File: src/rtl/i2c_scl_gen.sv
// Four-phase I2C SCL / data_clk generator with three runtime bus speeds,
// slave clock-stretch detection at the SCL-high window and a stretch timeout.
module i2c_scl_gen #(
  parameter int DIV_STD    = 250,
  parameter int DIV_FAST   = 63,
  parameter int DIV_FASTP  = 25,
  parameter int CBITS      = 16,
  parameter int TMO_CYCLES = 4096,
  parameter int TBITS      = 13
) (
  input  logic       clk,
  input  logic       rst,
  input  logic       ena,
  input  logic [1:0] mode,
  input  logic       scl_in,
  output logic       scl_oe,
  output logic       data_clk,
  output logic [1:0] phase,
  output logic       switch_range,
  output logic       quarter_tick,
  output logic       stretching,
  output logic       timeout,
  output logic [1:0] dbg_state
);

  typedef enum logic [1:0] {
    S_IDLE    = 2'd0,
    S_RUN     = 2'd1,
    S_TIMEOUT = 2'd2
  } state_e;

  localparam logic [CBITS-1:0] DIV_STD_C   = CBITS'(DIV_STD);
  localparam logic [CBITS-1:0] DIV_FAST_C  = CBITS'(DIV_FAST);
  localparam logic [CBITS-1:0] DIV_FASTP_C = CBITS'(DIV_FASTP);
  localparam logic [TBITS-1:0] TMO_C       = TBITS'(TMO_CYCLES);

  state_e           state_q, state_d;
  logic [CBITS-1:0] cnt_q, cnt_d;
  logic [CBITS-1:0] div_q, div_d;
  logic [TBITS-1:0] tmo_q, tmo_d;
  logic [1:0]       phase_q, phase_d;
  logic             scl_oe_q, scl_oe_d;
  logic             data_clk_q, data_clk_d;
  logic             switch_range_q, switch_range_d;
  logic             quarter_tick_q, quarter_tick_d;
  logic             stretching_q, stretching_d;
  logic             timeout_q, timeout_d;
  logic [CBITS-1:0] mode_div;
  logic             run_d;

  always_comb begin
    case (mode)
      2'd1:    mode_div = DIV_FAST_C;
      2'd2:    mode_div = DIV_FASTP_C;
      default: mode_div = DIV_STD_C;
    endcase
  end

  always_comb begin
    state_d      = state_q;
    cnt_d        = cnt_q;
    div_d        = div_q;
    tmo_d        = tmo_q;
    phase_d      = phase_q;
    stretching_d = 1'b0;
    case (state_q)
      S_IDLE: begin
        div_d   = mode_div;
        cnt_d   = '0;
        phase_d = 2'd0;
        tmo_d   = '0;
        if (ena) state_d = S_RUN;
      end
      S_RUN: begin
        // The threshold is checked in a displayed stretch cycle, so it wins
        // over scl_in rising in that same cycle.
        if (stretching_q && (tmo_q == TMO_C)) begin
          state_d = S_TIMEOUT;
          cnt_d   = '0;
          phase_d = 2'd0;
        end else if ((phase_q == 2'd2) && (cnt_q == '0) && !scl_in) begin
          stretching_d = 1'b1;
          tmo_d        = tmo_q + TBITS'(1);
        end else if (cnt_q == div_q - CBITS'(1)) begin
          cnt_d   = '0;
          phase_d = phase_q + 2'd1;
          if (phase_q == 2'd1) tmo_d = '0;
          if (phase_q == 2'd3) begin
            if (!ena) state_d = S_IDLE;
            else      div_d   = mode_div;
          end
        end else begin
          cnt_d = cnt_q + CBITS'(1);
        end
      end
      S_TIMEOUT: begin
        if (!ena) state_d = S_IDLE;
      end
      default: state_d = S_IDLE;
    endcase

    // Outputs are decoded from the next state so they land in registers.
    run_d          = (state_d == S_RUN);
    scl_oe_d       = run_d && !phase_d[1];
    data_clk_d     = run_d && (phase_d[1] ^ phase_d[0]);
    switch_range_d = run_d && (phase_d == 2'd2);
    quarter_tick_d = run_d && (cnt_d == div_d - CBITS'(1));
    timeout_d      = (state_d == S_TIMEOUT);
  end

  always_ff @(posedge clk) begin
    if (!rst) begin
      state_q        <= S_IDLE;
      cnt_q          <= '0;
      div_q          <= DIV_STD_C;
      tmo_q          <= '0;
      phase_q        <= 2'd0;
      scl_oe_q       <= 1'b0;
      data_clk_q     <= 1'b0;
      switch_range_q <= 1'b0;
      quarter_tick_q <= 1'b0;
      stretching_q   <= 1'b0;
      timeout_q      <= 1'b0;
    end else begin
      state_q        <= state_d;
      cnt_q          <= cnt_d;
      div_q          <= div_d;
      tmo_q          <= tmo_d;
      phase_q        <= phase_d;
      scl_oe_q       <= scl_oe_d;
      data_clk_q     <= data_clk_d;
      switch_range_q <= switch_range_d;
      quarter_tick_q <= quarter_tick_d;
      stretching_q   <= stretching_d;
      timeout_q      <= timeout_d;
    end
  end

  assign scl_oe       = scl_oe_q;
  assign data_clk     = data_clk_q;
  assign phase        = phase_q;
  assign switch_range = switch_range_q;
  assign quarter_tick = quarter_tick_q;
  assign stretching   = stretching_q;
  assign timeout      = timeout_q;
  assign dbg_state    = state_q;

endmodule

File: config.mk
export PLATFORM = sky130hd
export DESIGN_NAME = i2c_scl_gen
export DESIGN_NICKNAME = d
export VERILOG_FILES = /design/src/rtl/i2c_scl_gen.sv
export SDC_FILE = /design/constraint.sdc
export NUM_CORES = 1
export LEC_CHECK = 0
export CAP_MARGIN = 20
export CORE_MARGIN = 4
export CORE_UTILIZATION = 55
export CTS_CLUSTER_SIZE = 24
export DETAILED_ROUTE_END_ITERATION = 16
export MAX_ROUTING_LAYER = met4
export PLACE_DENSITY_LB_ADDON = 0.3
export SYNTH_ARGS = -nofsm -noshare
export SYNTH_HDL_FRONTEND = slang
export SYNTH_SLANG_ARGS = --single-unit
File: constraint.sdc
create_clock -name clk -period 4.4 [get_ports clk]
set_input_delay 0.66 -clock clk [delete_from_list [all_inputs] [get_ports clk]]
set_output_delay 0.66 -clock clk [all_outputs]
set_load 0.01 [all_outputs]
Word level (Yosys, flattened, before mapping):

Index checks and enable logic that the tools add are counted.

* register bits: 55
* output and inout port bits: 10
* input port bits: 6
* logic and storage cells: 77

* mux-type cells: 28
* reduce and logical (&&, ||, !) cells: 14
* $add $sub $neg: 5
* bitwise logic cells: 3
* equality and inequality tests: 16

Operators by type and width (number)
* $mux W16: 8
* $pmux W16 S2: 2
* $mux W13: 4
* $eq A16 B16 Y1: 2
* $sub A16 B1 Y16 const B: 2
* $pmux W13 S2: 1
* $mux W2: 9
* $add A16 B1 Y16 const B: 1
* $logic_not A16 Y1: 1
* $pmux W8 S2: 1
* $add A13 B1 Y13 const B: 1
* $eq A13 B13 Y1 const B: 1
* $eq A2 B2 Y1 const B: 6
* $eq A2 B1 Y1 const B: 4
* $logic_and A1 B1 Y1: 7
* $ne A3 B3 Y1 const B: 2
* $pmux W2 S3: 1
* $pmux W2 S2: 1
* $reduce_and A4 Y1: 1
* $reduce_or A3 Y1: 1
* $add A2 B1 Y2 const B: 1
* $logic_not A1 Y1: 2
* $logic_not A2 Y1: 1
* $ne A2 B2 Y1 const B: 1
* 4 further kinds: 5

Longest topological paths before layout:

* depth after elaboration: 11
* depth in mapped cells: 22
* depth with buffers taken out: 20

Least setup slack after synthesis:

No wires, ideal clock.

* path type: reg2reg
* start: reg div_q[7]
* end: reg quarter_tick_q, in the netlist quarter_tick
* slack: -0.156 ns
* data required time: 4.312 ns
* cell stages (with the launch flop): 20
* path buffers: 2
* clock period less this slack: 4.556 ns
* setup time: 0.088 ns
* arrival: 4.468 ns
* cell sequence: dfxtp_1 clkbuf_1 or4_1 or4_1 o22ai_1 nand2b_1 nor4_2 a21o_1 clkbuf_1 o21ai_0 ha_1 inv_1 nor2_1 o21ai_0 nand4_1 nor3_1 mux2_1 mux2i_1 o21ai_1 nor4_2

* cells in the longest elaborated chain, start to end: 9
* elaborated cells on any way between the ends: 20
* those cells by class: add/sub (2); eq/ne (3); mux (14); reduce/logical (1)

Ends and longest elaborated chain
* start, declared: line 39 `logic [CBITS-1:0] div_q, div_d;`
* start signal, assigned: line 127 `div_q <= div_d;`
* $sub A16 B1 Y16 / $mux W16 (equally long branches): line 84, 89
* $eq A16 B16 Y1 / $mux W16 (equally long branches): line 84, 88
* $mux W16: line 84 `end else if (cnt_q == div_q - CBITS'(1)) begin`
* $mux W16: line 81 `end else if ((phase_q == 2'd2) && (cnt_q == '0) && !scl_in) begin`
* $mux W16: line 77 `if (stretching_q && (tmo_q == TMO_C)) begin`
* $pmux W16 S2: line 66 `case (state_q)`
* $sub A16 B1 Y16: line 107 `quarter_tick_d = run_d && (cnt_d == div_d - CBITS'(1));`
* $eq A16 B16 Y1: line 107
* $logic_and A1 B1 Y1 (*): line 107
* end signal, assigned: line 133 `quarter_tick_q <= quarter_tick_d;`
* end, declared: line 45 `logic quarter_tick_q, quarter_tick_d;`

Every way passes the cells marked *; elsewhere a longest branch is shown, timed or not.
A chain may end at the register's enable or synchronous reset.

Worst setup path after layout:

* start: reg div_q[0]
* end: reg quarter_tick_q, in the netlist quarter_tick

The elaborated chain is that of the path after synthesis.

==> results <==
[where the power goes]
| part | internal [mW] | switching (mW) |
|---|---|---|
| combinational | 0.0541 | 0.0736 |
| clock | 0.122 | 0.192 |
| sequential | 0.505 | 0.00782 |
| total | 0.680 | 0.274 |
[per-layer routing]
metal,GRT usage [%],up-vias
li1,-,1766
met1,32.09,1750
met2,43.21,116
met3,3.894,38
met4,11.81,0
met5,-,-
[worst paths after layout]
check	startpoint	end	slack (ps)
setup reg to reg	div_q[0]$_SDFF_PN0_	quarter_tick$_SDFF_PN0_	130
hold reg to reg	div_q[15]$_SDFF_PN0_	div_q[15]$_SDFF_PN0_	530
hold / removal	div_q[15]$_SDFF_PN0_	div_q[15]$_SDFF_PN0_	530
setup / recovery	div_q[0]$_SDFF_PN0_	quarter_tick$_SDFF_PN0_	130
[registers in the layout (all words and copies together) (netlist names)]
signal and count:
cnt_q 16, div_q 16, tmo_q 13, dbg_state 2
phase 2, data_clk 1, quarter_tick 1, scl_oe 1
stretching 1, switch_range 1, timeout 1
[cells in the final DEF (no fill, tap or decap), drive strengths merged, types with 8 or more instances in the layout]
cell	count
nor2	59
or3	8
dfxtp	55
nand2	39
xnor2	33
nand3	22
ha	12
nor4	13
clkdlybuf4s50	15
nand4	8
nor3	13
buf	32
and2	16
and3	19
xor2	23
inv	23
a21oi	12
o21ai	21
[what timing repair did]
item                                    in CTS  in global routing
hold endpoints to repair                     0                  0
endpoints found under the setup margin       1                  1
cloned                                       0                  0
setup buffers                                0                  1
gates resized for setup                      2                 19
pin swaps                                    0                  6
[metrics by stage]
step / power, mW / util, % / hold WS [ps] / instances / cell area (µm²)
finish: 0.9537 / 64.83 / 529.7 / 611 / 4404
global route: 0.9951 / 64.83 / 555.8 / 611 / 4404
CTS: 0.9513 / 63.50 / 516.1 / 610 / 4314
detailed placement: 0.6393 / 61.82 / 487.1 / 602 / 4200
global placement: 0.6378 / 61.82 / 486.6 / 602 / 4200
floorplan: 0.5947 / - / 478.9 / 493 / 3840
[logic make-up after synthesis]
group	count (synthesis)
XOR/XNOR	57
AO/OA/AOI/OAI	76
adder cells (fa/ha/maj)	12
multiplexers	10
flip-flops	55
AND/OR/NAND/NOR	229
buffers and inverters	54
[worst reg2reg max path, delay by kind of cell, from the launching register on]
family / cells / cell delay (ps)
flip-flops: 1 / 360
buffers and inverters: 2 / 420
multiplexers: 1 / 370
AO/OA/AOI/OAI: 5 / 930
AND/OR/NAND/NOR: 4 / 1920
XOR/XNOR: 1 / 190
[cells in the mapped netlist, drive strengths merged (2+ instances only)]
library cell  number  area [µm²]
a21o               5       37.54
a32o               3       30.03
dfxtp             55        1101
a22oi              2       20.02
nand3             22       110.1
a21oi             12       60.06
a211oi             3       27.52
mux2               4       45.04
or3                8       50.05
buf                6       40.04
o22ai              2       12.51
clkbuf            27       101.4
o2111ai            3       26.28
and4               6       52.55
a31oi              5       31.28
nor2              59       221.5
a2111oi            3       27.53
o21ai             21       105.1
o31ai              4       30.03
nand3b             3       22.52
nor3b              5       37.54
nor2b              3       18.77
nor4              13       100.1
o21a               5       37.54
and2              16       100.1
mux2i              6       60.06
or4                6       52.55
nor3              13       65.06
nor4b              4       35.03
nand4              8       50.05
xor2              23       201.4
xnor2             33       289.0
nand2             39       146.4
nand2b             3       18.77
inv               21       78.83
and3              19       118.9
ha                12       150.1
[layout make-up]
| cell class | count | area [µm²] |
|---|---|---|
| clock buffers | 5 | 68.82 |
| clock inverters | 3 | 31.28 |
| fillers | 584 | 2390 |
| inverters | 21 | 81.33 |
| multi-input cells | 384 | 2610 |
| flip-flops and latches | 55 | 1102 |
| well taps | 96 | 120.1 |
| repair buffers | 47 | 390.4 |
==> results <==
- The simple logic cell fraction of the synthesized area is 31.85%.
- The number of warnings issued by yosys is 0.
- The slowest stage of the critical path is the sky130_fd_sc_hd__or4_1 cell.
- Across all setup checks in the final design, the least slack found is 134.0 ps.
- The class of the most critical setup path is register to register.
- The via count is 3,670.
- The worst pin sits at a relative slew slack of 48.47%.
- The HPWL after detailed placement is 8102 µm.
- The cell depth of the worst min-delay path is 1.
- The count of hold buffers inserted by post-cts repair is 0.
- For this configuration, the core starts out at a cell density of 56.37%.
- The first-pass GRT wire length is 17,310 µm.
- CTS saw 55 sinks.
- The largest net degree at the start of global routing is 26.
- The DRC violation count after routing is 0.
- Setup repair after global routing left no endpoint under its margin.
- 0 antenna diodes ended up in the layout.
- Timing analysis after detailed placement gives a worst setup slack of 29.59 ps.
- The largest family of logic cells by synthesized area is simple AND/OR/NAND/NOR gates.
- The fraction of synthesized area in multiplexers is 2.744%.
- The average detailed-routed wire length per instance is 17.35 µm.
- Across the routed clock network, the largest skew measured is 14.61 ps.
- At the end of routability-driven placement, the weighted congestion stood at 0.9581.
- The total grt overflow is 0.
- The fraction of layout cells with a size suffix above 1 is 12.43%.
- TritonCTS built the clock tree.
- Of the available clock period, the critical path in the final layout requires 96.95%.
- STA classifies the critical path endpoint as a register.
- The most used cell along the critical path is sky130_fd_sc_hd__buf_4.
- The total leakage power is 1.648 nW.
- The kind of start point of the critical path is a register.
- The die covers 0.008362 mm².
- For the worst setup path, the data required time is 4630 ps.
- The initial antenna violation count was 0.
- The width of the chip is 91.45 µm.
- The tool flagged a number of max-cap violations equal to 0.
- In this run the worst path has a maximum fanout of 9.
- 16 I/O pins were placed.
- The worst register-to-register path has a depth of 13.
- The path class of the tightest hold or removal check is register to register.
- For this block, the routed nets add up to 10,600 µm of wire.
- Traced cell by cell, the critical path runs through buf_4 -> or3_4 -> or4_4 -> xnor2_4 -> o2111ai_4 -> or4_1 -> buf_4 -> a31oi_1 -> a2bb2oi_2 -> mux2_2 -> o21ai_0 -> o31ai_1 -> nor4_2.
- For this run, the slowest stage of the critical path takes 750 ps.
- In the synthesized netlist the async set-or-reset flop fraction comes to 0%.
- The clock period minus final worst setup slack is 4266 ps.
- The final antenna-violating net count is 0.
- STA puts the critical path data arrival time at 4500 ps.
- The met2 routed wirelength is 5135 µm.
- The master cell of the clock root buffer is sky130_fd_sc_hd__clkbuf_8.
- The sequential-to-total area share from yosys stat is 28.75%.
- Synthesis produced a netlist with a net count of 511.
- Compared with the post-synthesis result, the final layout area differs by 15.00%.
- The synthesized design contains 55 register bits.
- The mean number of vias per cell is 6.007.
- The all-layer global routing usage is 26.41%.
- The synthesized area divided by synthesized cell count is 7.769 µm².
- Summing the areas of all fa, ha and maj instances in the mapped netlist gives 3.920% of the synthesized area.
- The number of failing hold endpoints at the final stage came to 0.
- The overall die height is 91.45 µm.
- The clock tree buffer depth is 2.
- The most common flop cell mapped by yosys is sky130_fd_sc_hd__dfxtp_1.
- The iteration-0 DRC count of the detailed router is 264.
- Static timing analysis puts the maximum clock frequency at 234.4 MHz.
- The buffer and inverter count on the worst path is 2.
- The number of enable flip-flop cells after synthesis is 0.
- The placement row count is 30.
- The total stage count of the critical path is 13.
- The gate count of the mapped netlist is 493.
- The number of global-route vias before repair is 3,555.
- The worst IR drop on VDD is 0.1442 mV.
- The worst-skew pair later-pin latency is 320 ps.
- The power per cell area is 216.5 mW/mm².
- During placement, the flow inserted port buffers numbering 15.
- The final total negative setup slack is 0 ps.
- The xor/xnor cell area share of the yosys netlist is 13.39%.
- Setup violations remaining at the end of the flow were counted as 0.
- The synthesized area is 0.003830 mm².
- The area of the core is 0.006794 mm².
- The number of max-slew violations in the final report was 0.
- Yosys mapped the design onto 57 distinct sky130hd cell types.
- The final net count is 532.
- In this run the number of H-tree levels came out at 2.
- The uppermost metal layer occupied by signal nets is met4.
- In this design, the largest share of critical-path delay is due to simple AND/OR/NAND/NOR gates.
- The number of clock buffers inserted by TritonCTS is 5.
- For the pin with the worst max-slew slack, the measured transition is 772.9 ps.
- The register clock-pin slew on the reported worst setup and hold paths is 110 ps.
- The met1 wire length is 4501 µm.
- Detailed routing placed a total of 546 µm of wire on met3.
- The iteration count of the initial detailed-routing pass is 4.
- The area fraction in compound gates after synthesis is 13.59%.
- The run finished with clean final reports.
Power figures use the tool's default switching activity.
